<file path="src/rtl/key_led_mode_ctrl_if.sv">
// Key/LED pin bundle between the board pins and the mode controller.
// The master side drives the raw key; the slave side (the controller) drives the LED and status.
interface key_led_mode_ctrl_if;
    logic       key_in;    // raw key, 0 = pressed, asynchronous to the system clock
    logic       led_out;   // LED drive, 1 = on
    logic [1:0] mode;      // 00 OFF, 01 ON, 10 BLINK
    logic       key_flag;  // one-cycle pulse per qualified press

    modport master (
        output key_in,
        input  led_out,
        input  mode,
        input  key_flag
    );

    modport slave (
        input  key_in,
        output led_out,
        output mode,
        output key_flag
    );
endinterface

</file>
<file path="src/rtl/key_led_mode_ctrl.sv">
// Key-to-LED mode controller.
// Synchronises and debounces an active-low key. Each qualified press steps the mode FSM
// OFF -> ON -> BLINK -> OFF. The LED is off in OFF, on in ON, and toggles every CNT_BLINK
// cycles in BLINK. All outputs are registered.
module key_led_mode_ctrl #(
    parameter int CNT_DEBOUNCE = 1_000_000,  // consecutive low cycles that qualify a press (min 2)
    parameter int CNT_BLINK    = 25_000_000  // cycles per LED half-period in BLINK (min 2)
) (
    input  logic                 sys_clock,
    input  logic                 sys_reset_n,
    key_led_mode_ctrl_if.slave   bus
);

    localparam int DEB_W = $clog2(CNT_DEBOUNCE + 1);
    localparam int BLK_W = $clog2(CNT_BLINK);

    localparam logic [DEB_W-1:0] DEB_MAX  = DEB_W'(CNT_DEBOUNCE);
    localparam logic [DEB_W-1:0] DEB_FIRE = DEB_W'(CNT_DEBOUNCE - 1);
    localparam logic [BLK_W-1:0] BLK_MAX  = BLK_W'(CNT_BLINK - 1);

    typedef enum logic [1:0] {
        MODE_OFF     = 2'b00,
        MODE_ON      = 2'b01,
        MODE_BLINK   = 2'b10,
        MODE_ILLEGAL = 2'b11
    } mode_e;

    // Synchroniser and debounce state
    logic             r_sync1;
    logic             r_sync2;
    logic [DEB_W-1:0] r_deb_cnt;
    logic             r_key_flag;
    logic             w_key_s;

    // FSM and LED state
    mode_e            r_mode;
    mode_e            w_mode_next;
    logic             r_led;
    logic             w_led_next;
    logic [BLK_W-1:0] r_blk_cnt;
    logic [BLK_W-1:0] w_blk_next;

    assign w_key_s = r_sync2;

    // Two-flop synchroniser; resets to the released level so a held key must requalify after reset.
    // NOTE: sequential state uses non-blocking assignments so every flop samples pre-edge values.
    always_ff @(posedge sys_clock or negedge sys_reset_n) begin
        if (!sys_reset_n) begin
            r_sync1 <= 1'b1;
            r_sync2 <= 1'b1;
        end else begin
            r_sync1 <= bus.key_in;
            r_sync2 <= r_sync1;
        end
    end

    // Debounce: count consecutive low samples, saturate, and pulse once on reaching the threshold.
    always_ff @(posedge sys_clock or negedge sys_reset_n) begin
        if (!sys_reset_n) begin
            r_deb_cnt  <= '0;
            r_key_flag <= 1'b0;
        end else begin
            if (w_key_s) begin
                r_deb_cnt <= '0;
            end else if (r_deb_cnt != DEB_MAX) begin
                r_deb_cnt <= r_deb_cnt + DEB_W'(1);
            end
            r_key_flag <= !w_key_s && (r_deb_cnt == DEB_FIRE);
        end
    end

    // FSM state register.
    always_ff @(posedge sys_clock or negedge sys_reset_n) begin
        if (!sys_reset_n) begin
            r_mode <= MODE_OFF;
        end else begin
            r_mode <= w_mode_next;
        end
    end

    // FSM next-state: each qualified press advances the mode; the unused encoding recovers to OFF.
    // NOTE: a default assignment at the top of every combinational block prevents latch inference.
    always_comb begin
        w_mode_next = r_mode;
        unique case (r_mode)
            MODE_OFF:     if (r_key_flag) w_mode_next = MODE_ON;
            MODE_ON:      if (r_key_flag) w_mode_next = MODE_BLINK;
            MODE_BLINK:   if (r_key_flag) w_mode_next = MODE_OFF;
            MODE_ILLEGAL: w_mode_next = MODE_OFF;
            default:      w_mode_next = MODE_OFF;
        endcase
    end

    // FSM outputs: next LED level and blink count. A press in BLINK beats a simultaneous wrap.
    always_comb begin
        w_led_next = 1'b0;
        w_blk_next = '0;
        unique case (r_mode)
            MODE_OFF: begin
                w_led_next = r_key_flag;
            end
            MODE_ON: begin
                w_led_next = 1'b1;
            end
            MODE_BLINK: begin
                if (r_key_flag) begin
                    w_led_next = 1'b0;
                end else if (r_blk_cnt == BLK_MAX) begin
                    w_led_next = !r_led;
                end else begin
                    w_led_next = r_led;
                    w_blk_next = r_blk_cnt + BLK_W'(1);
                end
            end
            default: begin
                w_led_next = 1'b0;
            end
        endcase
    end

    // Registered LED drive and blink counter.
    always_ff @(posedge sys_clock or negedge sys_reset_n) begin
        if (!sys_reset_n) begin
            r_led     <= 1'b0;
            r_blk_cnt <= '0;
        end else begin
            r_led     <= w_led_next;
            r_blk_cnt <= w_blk_next;
        end
    end

    assign bus.led_out  = r_led;
    assign bus.mode     = r_mode;
    assign bus.key_flag = r_key_flag;

endmodule

</file>
<file path="src/flat_wrapper.sv">
// flat-port wrapper written by rule: the top's interface ports become plain ports
module key_led_mode_ctrl_flat 
#(
    parameter int CNT_DEBOUNCE = 1_000_000,                                                        
    parameter int CNT_BLINK    = 25_000_000                                                
)
  (sys_clock, sys_reset_n, bus_key_in, bus_led_out, bus_mode, bus_key_flag);
  key_led_mode_ctrl_if bus_i ();
  input  logic sys_clock;
  input  logic sys_reset_n;
  input wire logic [$bits(bus_i.key_in)-1:0] bus_key_in;
  output wire logic [$bits(bus_i.led_out)-1:0] bus_led_out;
  output wire logic [$bits(bus_i.mode)-1:0] bus_mode;
  output wire logic [$bits(bus_i.key_flag)-1:0] bus_key_flag;
  assign bus_i.key_in = bus_key_in;
  assign bus_led_out = bus_i.led_out;
  assign bus_mode = bus_i.mode;
  assign bus_key_flag = bus_i.key_flag;
  key_led_mode_ctrl #(.CNT_DEBOUNCE(CNT_DEBOUNCE), .CNT_BLINK(CNT_BLINK)) u_core (.sys_clock(sys_clock), .sys_reset_n(sys_reset_n), .bus(bus_i));
endmodule
</file>
<file path="config.mk">
export PLATFORM = sky130hd
export DESIGN_NAME = key_led_mode_ctrl_flat
export DESIGN_NICKNAME = d
export VERILOG_FILES = /design/src/rtl/key_led_mode_ctrl_if.sv /design/src/rtl/key_led_mode_ctrl.sv /design/src/flat_wrapper.sv
export SDC_FILE = /design/constraint.sdc
export NUM_CORES = 1
export LEC_CHECK = 0
export CAP_MARGIN = 20
export CORE_MARGIN = 1
export CORE_UTILIZATION = 29
export CTS_CLUSTER_DIAMETER = 40
export DETAILED_ROUTE_END_ITERATION = 16
export PLACE_DENSITY = 0.55
export SLEW_MARGIN = 15
export SYNTH_ARGS = -nofsm -noshare
export SYNTH_HDL_FRONTEND = slang
export SYNTH_SLANG_ARGS = --single-unit
</file>
<file path="constraint.sdc">
create_clock -name sys_clock -period 1.8 [get_ports sys_clock]
set_input_delay 0.36 -clock sys_clock [delete_from_list [all_inputs] [get_ports sys_clock]]
set_output_delay 0.36 -clock sys_clock [all_outputs]
set_load 0.01 [all_outputs]
</file>
==> results.sh, run 1 <==
export IMPL_outcome="complete, but fails checks"
export IMPL_failed_checks="setup timing"
export IMPL_critPathSlowestCell="or4b_1"
export IMPL_fin_ws_ns=-0.0363
export IMPL_ys_warnings_count=0
export IMPL_ys_top_cells_by_area="dfrtp_1 (47%), a21oi_1 (4.4%), xor2_1 (4.4%)"
export IMPL_syn_cell_area_um2=2590
export IMPL_crit_reg2reg_launch="u_core.r_blk_cnt[15]$_DFF_PN0_"
export IMPL_nFillCells=882
export IMPL_cts_tree="built"
export IMPL_avgSynthCellArea_um2=9.75
export IMPL_numPortBuffers=6
export IMPL_route_met3_wl_um=98
export IMPL_finalClockSkew_ns=0.0122
export IMPL_rows=34
export IMPL_cp_arrival_ns=2.04
export IMPL_power_w=0.00219
export IMPL_grt_antenna_before_repair=0
export IMPL_p_leak_nw=1.23
export IMPL_peakVddDrop_mv=0.291
export IMPL_clockBufferDepth=2
export IMPL_numCtsBuffers=5
export IMPL_yosysMostFrequentCell="dfrtp_1"
export IMPL_worstPathRequired_ns=2.01
export IMPL_met1_length_um=2740
export IMPL_finalHoldViolCount=0
export IMPL_cts_sinks=51
export IMPL_ant_nets=0
export IMPL_path_clk_slew_ns=0.10
export IMPL_internal_power_w=0.00173
export IMPL_dp_hpwl_um=4090
export IMPL_top_layer_used="met4"
export IMPL_drt_wirelength_per_cell_um=14.2
export IMPL_grt_pass1_wl_um=9830
export IMPL_root_buffer="clkbuf_8"
export IMPL_power_share_sequential=0.534
export IMPL_seq_area_frac_synth=0.493
export IMPL_path_delay_family="simple AND/OR/NAND/NOR gates"
export IMPL_synth_distinct_cells=40
export IMPL_netlist_area_leader_share=0.473
export IMPL_drtIter0Drc=75
export IMPL_worst_slew_pin_transition_ns=0.503
export IMPL_track_usage=0.137
export IMPL_syn_inst=266
export IMPL_fp_dieW_um=96.6
export IMPL_clockPowerShare=0.442
export IMPL_critPathCaptureType="flip-flop"
export IMPL_rsz0062_at_grt="yes"
export IMPL_place_ws_ns=-0.0281
export IMPL_synth_seq_cells=51
export IMPL_async_reset_ff_frac=1.00
export IMPL_synth_edf_count=0
export IMPL_viasPerCell=5.06
export IMPL_max_slew_margin=0.665
export IMPL_ys_top_cells_by_count="dfrtp_1 (49), nor2_1 (26), a21oi_1 (23), nand4_1 (18)"
export IMPL_cp_start_kind="flip-flop"
export IMPL_die_area_um2=9320
export IMPL_place_gp_congestion=0.751
export IMPL_drv_cap=0
export IMPL_drtPass1Iterations=4
export IMPL_crit_type="flip-flop to flip-flop"
export IMPL_finalMaxSlewViolations=0
export IMPL_grt_overflow_total=0
export IMPL_clk_latency_ns=0.31
export IMPL_power_density_nw_per_um2=690
export IMPL_start_util=0.299
export IMPL_layout_drive_gt1_share=0.203
export IMPL_critPathMaxFanout=24
export IMPL_critPathBufInv=1
export IMPL_wl_met2_um=2990
export IMPL_p_switching_w=0.000464
export IMPL_n_antenna_cell=0
export IMPL_synth_top_area_cell="dfrtp_1"
export IMPL_final_net_count=311
export IMPL_pwr_share_comb=0.024
export IMPL_critical_path_cell_chain="or4b_1, or3_4, o21bai_4, buf_12, nor2_1"
export IMPL_drcViolationCount=0
export IMPL_synth_fp_nets=272
export IMPL_die_h_um=96.6
export IMPL_wirelength_um=5870
export IMPL_htree_levels=2
export IMPL_hold_class="primary input to asynchronous set/reset pin"
export IMPL_synth_ff_type="dfrtp_1"
export IMPL_grt_pass1_vias=2104
export IMPL_finalCriticalPeriod_ns=1.84
export IMPL_critPathLaunch="u_core.r_blk_cnt[15]$_DFF_PN0_"
export IMPL_area_delta_synth_final_pct=22.4
export IMPL_max_stage_delay_ns=0.53
export IMPL_ioPinCount=7
export IMPL_fmax_ghz=0.545
export IMPL_vias=2096
export IMPL_power_share_switching=0.212
export IMPL_core_um2=8680
export IMPL_grt_max_degree=25
export IMPL_setup_violations=25
export IMPL_period_share=1.02
-- path summary, 6_finish.rpt --
kind / to / slack (ns) / cells after the start
worst max-delay path: u_core.r_blk_cnt[9]$_DFF_PN0_ / -0.04 / 5
worst min-delay path: u_core.r_deb_cnt[19]$_DFFE_PN0P_ / 0.009 / 1
worst max register to register: u_core.r_blk_cnt[9]$_DFF_PN0_ / -0.04 / 5
worst min register to register: u_core.r_sync2$_DFF_PN1_ / 0.36 / 0
max in group asynchronous: u_core.r_blk_cnt[1]$_DFF_PN0_ / 1.24 / 2
min in group sys_clock: u_core.r_sync2$_DFF_PN1_ / 0.36 / 0
-- power groups by stage --
| stage | logic [W] | clock network, W | registers (W) |
|---|---|---|---|
| 5_1_grt | 0.0000637 | 0.00104 | 0.00117 |
| 3_3_place_gp | 0.0000534 | 0 | 0.00119 |
| 3_5_place_dp | 0.0000562 | 0 | 0.00119 |
| 4_1_cts | 0.0000561 | 0.000998 | 0.00117 |
| 2_1_floorplan | 0.0000198 | 0 | 0.00118 |
| 6_report | 0.0000531 | 0.000969 | 0.00117 |
-- registers in the layout, indices dropped and copies added, names as in the netlist --
register             cells
u_core.r_deb_cnt        20
u_core.bus.key_flag      1
u_core.bus.mode          2
u_core.bus.led_out       1
u_core.r_blk_cnt        25
u_core.r_sync2           1
u_core.r_sync1           1
-- per-stage QoR --
step / cell area [um^2] / hold slack, ns / setup TNS [ns] / cells / util
CTS: 3120 / 0.0226 / -0.826 / 410 / 0.359
finish: 3170 / 0.00904 / -0.682 / 414 / 0.366
detailed placement: 2960 / 0.349 / -0.553 / 400 / 0.341
global route: 3170 / 0.0405 / -2.35 / 414 / 0.366
floorplan: 2600 / 0.0644 / 0 / 266 / -
global placement: 2960 / 0.348 / 0 / 400 / 0.341
-- routing by layer --
| metal | global-route usage | vias up |
|---|---|---|
| li1 | - | 1053 |
| met1 | 0.168 | 1027 |
| met2 | 0.248 | 11 |
| met3 | 0.0258 | 5 |
| met4 | 0.0331 | 0 |
| met5 | 0 | - |
-- worst register-to-register path, cell delays in order (launching register included) --
cell	delay, ns
dfrtp_1	0.39
or4b_1	0.53
or3_4	0.42
o21bai_4	0.15
buf_12	0.18
nor2_1	0.07
-- cell families (layout without fill, tap and decap cells) --
group / count (synthesis) / count (layout) / synth area share
AOI/OAI and AO/OA: 48 / 48 / 0.109
xor gates and xnor gates: 21 / 21 / 0.0709
adders and majority gates: 3 / 3 / 0.0145
buffers and inverters: 18 / 58 / 0.0338
DFF: 51 / 51 / 0.493
and+or+nand+nor: 125 / 125 / 0.279
-- cell usage in the layout (no fill, tap or decap), types with 5 or more instances in the layout --
cell type and instances:
dfrtp_1 47, buf_4 33, nor2_1 26, a21oi_1 22, nand4_1 18, o21ai_0 14, nand2_1 13, nand3_1 13
xor2_1 13, or3_1 12, inv_1 10, o31ai_1 8, xnor2_1 8, or4_1 7, and3_1 5, clkbuf_8 5
clkdlybuf4s50_1 5
-- layout make-up --
| cell class | instances | area, um^2 | area share |
|---|---|---|---|
| tap | 108 | 135 | 0.0426 |
| timing repair buffer | 40 | 323 | 0.102 |
| clock buffer | 5 | 68.8 | 0.0217 |
| inverter | 10 | 37.5 | 0.0118 |
| sequential | 51 | 1280 | 0.404 |
| multi-input combinational | 197 | 1260 | 0.397 |
| clock inverter | 3 | 67.6 | 0.0213 |
-- repair_timing --
item,CTS,global route
hold buffers,0,0
gates resized for setup,1,9
buffers inserted,2,4
pin swaps,1,6
endpoints found under the setup margin,25,32
Power figures use the tool's default switching activity.
==> run 2, diff against run 1 <==
--- a/config.mk
+++ b/config.mk
@@ -6,11 +6,10 @@
 export NUM_CORES = 1
 export LEC_CHECK = 0
 export CAP_MARGIN = 20
-export CORE_MARGIN = 1
 export CORE_UTILIZATION = 29
 export CTS_CLUSTER_DIAMETER = 40
 export DETAILED_ROUTE_END_ITERATION = 16
-export PLACE_DENSITY = 0.55
+export PLACE_DENSITY = 0.54
 export SLEW_MARGIN = 15
 export SYNTH_ARGS = -nofsm -noshare
 export SYNTH_HDL_FRONTEND = slang
==> constraint.sdc (replaced) <==
create_clock -name sys_clock -period 1.7 [get_ports sys_clock]
set_input_delay 0.34 -clock sys_clock [delete_from_list [all_inputs] [get_ports sys_clock]]
set_output_delay 0.34 -clock sys_clock [all_outputs]
set_load 0.01 [all_outputs]
==> results.sh, run 2 (synthesized netlist as in run 1, its figures left out) <==
export IMPL_fin_util=0.379
export IMPL_crit_reg2reg_launch="u_core.r_blk_cnt[15]$_DFF_PN0_"
export IMPL_root_buffer="clkbuf_8"
export IMPL_rsz0062_at_grt="yes"
export IMPL_finalClockSkew_ns=0.0155
export IMPL_cts_tree="built"
export IMPL_area_delta_synth_final_pct=26.8
export IMPL_wirelength_um=5480
export IMPL_critical_path_cell_chain="or4b_1, or3_4, buf_4, o2111ai_2, a21oi_1"
export IMPL_reg2reg_slack_ns=-0.13
export IMPL_peakVddDrop_mv=0.303
export IMPL_crit_type="flip-flop to flip-flop"
export IMPL_numPortBuffers=6
export IMPL_hold_class="flip-flop to flip-flop"
export IMPL_path_clk_slew_ns=0.10
export IMPL_p_leak_nw=1.30
export IMPL_failed_checks="setup timing"
export IMPL_worstHoldStart="u_core.r_sync1$_DFF_PN1_"
export IMPL_drv_cap=0
export IMPL_rows=34
export IMPL_clk_latency_ns=0.31
export IMPL_max_flop_register="u_core.r_blk_cnt"
export IMPL_cts_sinks=51
export IMPL_outcome="complete, but fails checks"
export IMPL_vias=2138
export IMPL_cp_start_kind="flip-flop"
export IMPL_ant_nets=0
export IMPL_finalMaxSlewViolations=0
export IMPL_critPathMaxFanout=3
export IMPL_r2r_cells=5
export IMPL_grt_pass1_vias=1984
export IMPL_postLayoutCellArea_um2=3290
export IMPL_grt_max_degree=32
export IMPL_start_util=0.299
export IMPL_numCtsBuffers=5
export IMPL_final_cells=430
export IMPL_nFillCells=870
export IMPL_drt_wirelength_per_cell_um=12.7
export IMPL_setup_violations=26
export IMPL_max_stage_delay_ns=0.53
export IMPL_die_area_um2=9320
export IMPL_ioPinCount=7
export IMPL_endpoint="u_core.r_blk_cnt[6]$_DFF_PN0_"
export IMPL_critPathCaptureType="flip-flop"
export IMPL_fin_ws_ns=-0.133
export IMPL_dp_hpwl_um=3920
export IMPL_power_density_nw_per_um2=605
export IMPL_worstPathRequired_ns=1.90
export IMPL_critPathSlowestCell="or4b_1"
export IMPL_layout_drive_gt1_share=0.248
export IMPL_viasPerCell=4.97
export IMPL_max_slew_margin=0.729
export IMPL_core_um2=8680
export IMPL_critPathLaunch="u_core.r_blk_cnt[15]$_DFF_PN0_"
export IMPL_drtPass1Iterations=4
export IMPL_fp_dieW_um=96.6
export IMPL_period_share=1.08
export IMPL_place_ws_ns=-0.0986
export IMPL_final_cell_mix="dfrtp_1 (48), buf_4 (46), nor2_1 (26)"
export IMPL_track_usage=0.126
export IMPL_worst_slew_pin_transition_ns=0.407
export IMPL_cp_arrival_ns=2.03
export IMPL_drtIter0Drc=88
export IMPL_clockBufferDepth=2
export IMPL_finalHoldViolCount=0
export IMPL_power_w=0.00199
export IMPL_final_net_count=327
export IMPL_grt_antenna_before_repair=0
export IMPL_grt_overflow_total=0
export IMPL_n_antenna_cell=0
export IMPL_r2r_end="u_core.r_blk_cnt[6]$_DFF_PN0_"
export IMPL_fmax_ghz=0.546
export IMPL_place_gp_congestion=0.757
export IMPL_dpl_cell_area_um2=3080
export IMPL_grt_pass1_wl_um=9050
export IMPL_drcViolationCount=0
export IMPL_finalCriticalPeriod_ns=1.83
export IMPL_htree_levels=2
export IMPL_die_h_um=96.6
export IMPL_mostFrequentLayoutCell="dfrtp_1"
export IMPL_dp_cells=414
export IMPL_largest_register_ffs=25
## run 2: changes by cell type in the layout (fill, tap and decap cells not counted), moves of 2 or more
cell | before | now
nor4b_1 | 2 | 0
buf_4 | 33 | 46
bufinv_16 | 2 | 0
a21oi_2 | 1 | 6
a21oi_1 | 22 | 17
nor4b_2 | 0 | 2
clkbuf_1 | 0 | 2
## run 2: worst min path at each step
stage	endpoint	slack (ns)	cells past startpoint
after floorplan	u_core.bus.key_flag$_DFF_PN0_	0.04	0
after global placement	u_core.r_blk_cnt[19]$_DFF_PN0_	0.16	1
after detailed placement	u_core.r_blk_cnt[19]$_DFF_PN0_	0.16	1
after CTS	u_core.r_blk_cnt[19]$_DFF_PN0_	0.36	2
after global routing	u_core.r_blk_cnt[19]$_DFF_PN0_	0.36	2
final	u_core.r_sync2$_DFF_PN1_	0.36	0
## run 2: worst max-delay path, delay by kind of cell, from the launching register on
family	cells	cell delay [ns]
AOI/OAI and AO/OA	2	0.27
and+or+nand+nor	2	0.94
buffers and inverters	1	0.15
DFF	1	0.38
## run 2: cell type report
| class | instances | area, um^2 | area share |
|---|---|---|---|
| multi-input combinational | 197 | 1290 | 0.392 |
| sequential | 51 | 1280 | 0.389 |
| timing repair buffer | 56 | 462 | 0.140 |
| tap | 108 | 135 | 0.0411 |
| clock buffer | 7 | 76.3 | 0.0232 |
| inverter | 10 | 37.5 | 0.0114 |
| clock inverter | 1 | 7.51 | 0.00228 |
## run 2: timing repair
item                       CTS  global route
hold endpoints to repair     2             0
setup endpoints to repair   27            31
hold buffers                 1             0
setup buffers                0             7
resized for setup            1            14
pin swaps                    0             5
## run 2: layer usage
layer  track usage  routed length, um  vias up
met5             0                  0        -
met4        0.0417                 78        0
met2         0.210               2650       20
met1         0.163               2620     1025
li1              -                  -     1086
met3        0.0258                131        7
## run 2: report_power, final
part	leakage (nW)	switching (W)	internal, W	total, W
Combinational	0.557	0.0000430	0.0000264	0.0000695
Sequential	0.702	0.0000120	0.00122	0.00123
Clock	0.0385	0.000395	0.000292	0.000687
## run 2: through the flow
| stage | TNS (ns) | hold slack, ns |
|---|---|---|
| after floorplan | -1.53 | 0.0444 |
| after global placement | -1.68 | 0.159 |
| after detailed placement | -2.00 | 0.157 |
| after CTS | -2.49 | 0.358 |
| after global routing | -4.50 | 0.362 |
| final | -2.60 | 0.361 |
==> run 3, diff against run 2 <==
--- a/config.mk
+++ b/config.mk
@@ -8,7 +8,9 @@
 export CAP_MARGIN = 20
 export CORE_UTILIZATION = 29
 export CTS_CLUSTER_DIAMETER = 40
+export CTS_CLUSTER_SIZE = 28
 export DETAILED_ROUTE_END_ITERATION = 16
+export GPL_ROUTABILITY_DRIVEN = 0
 export PLACE_DENSITY = 0.54
 export SLEW_MARGIN = 15
 export SYNTH_ARGS = -nofsm -noshare
==> results of run 3 <==
Same layout as run 2: the final DEF is identical, and so are final timing and power.
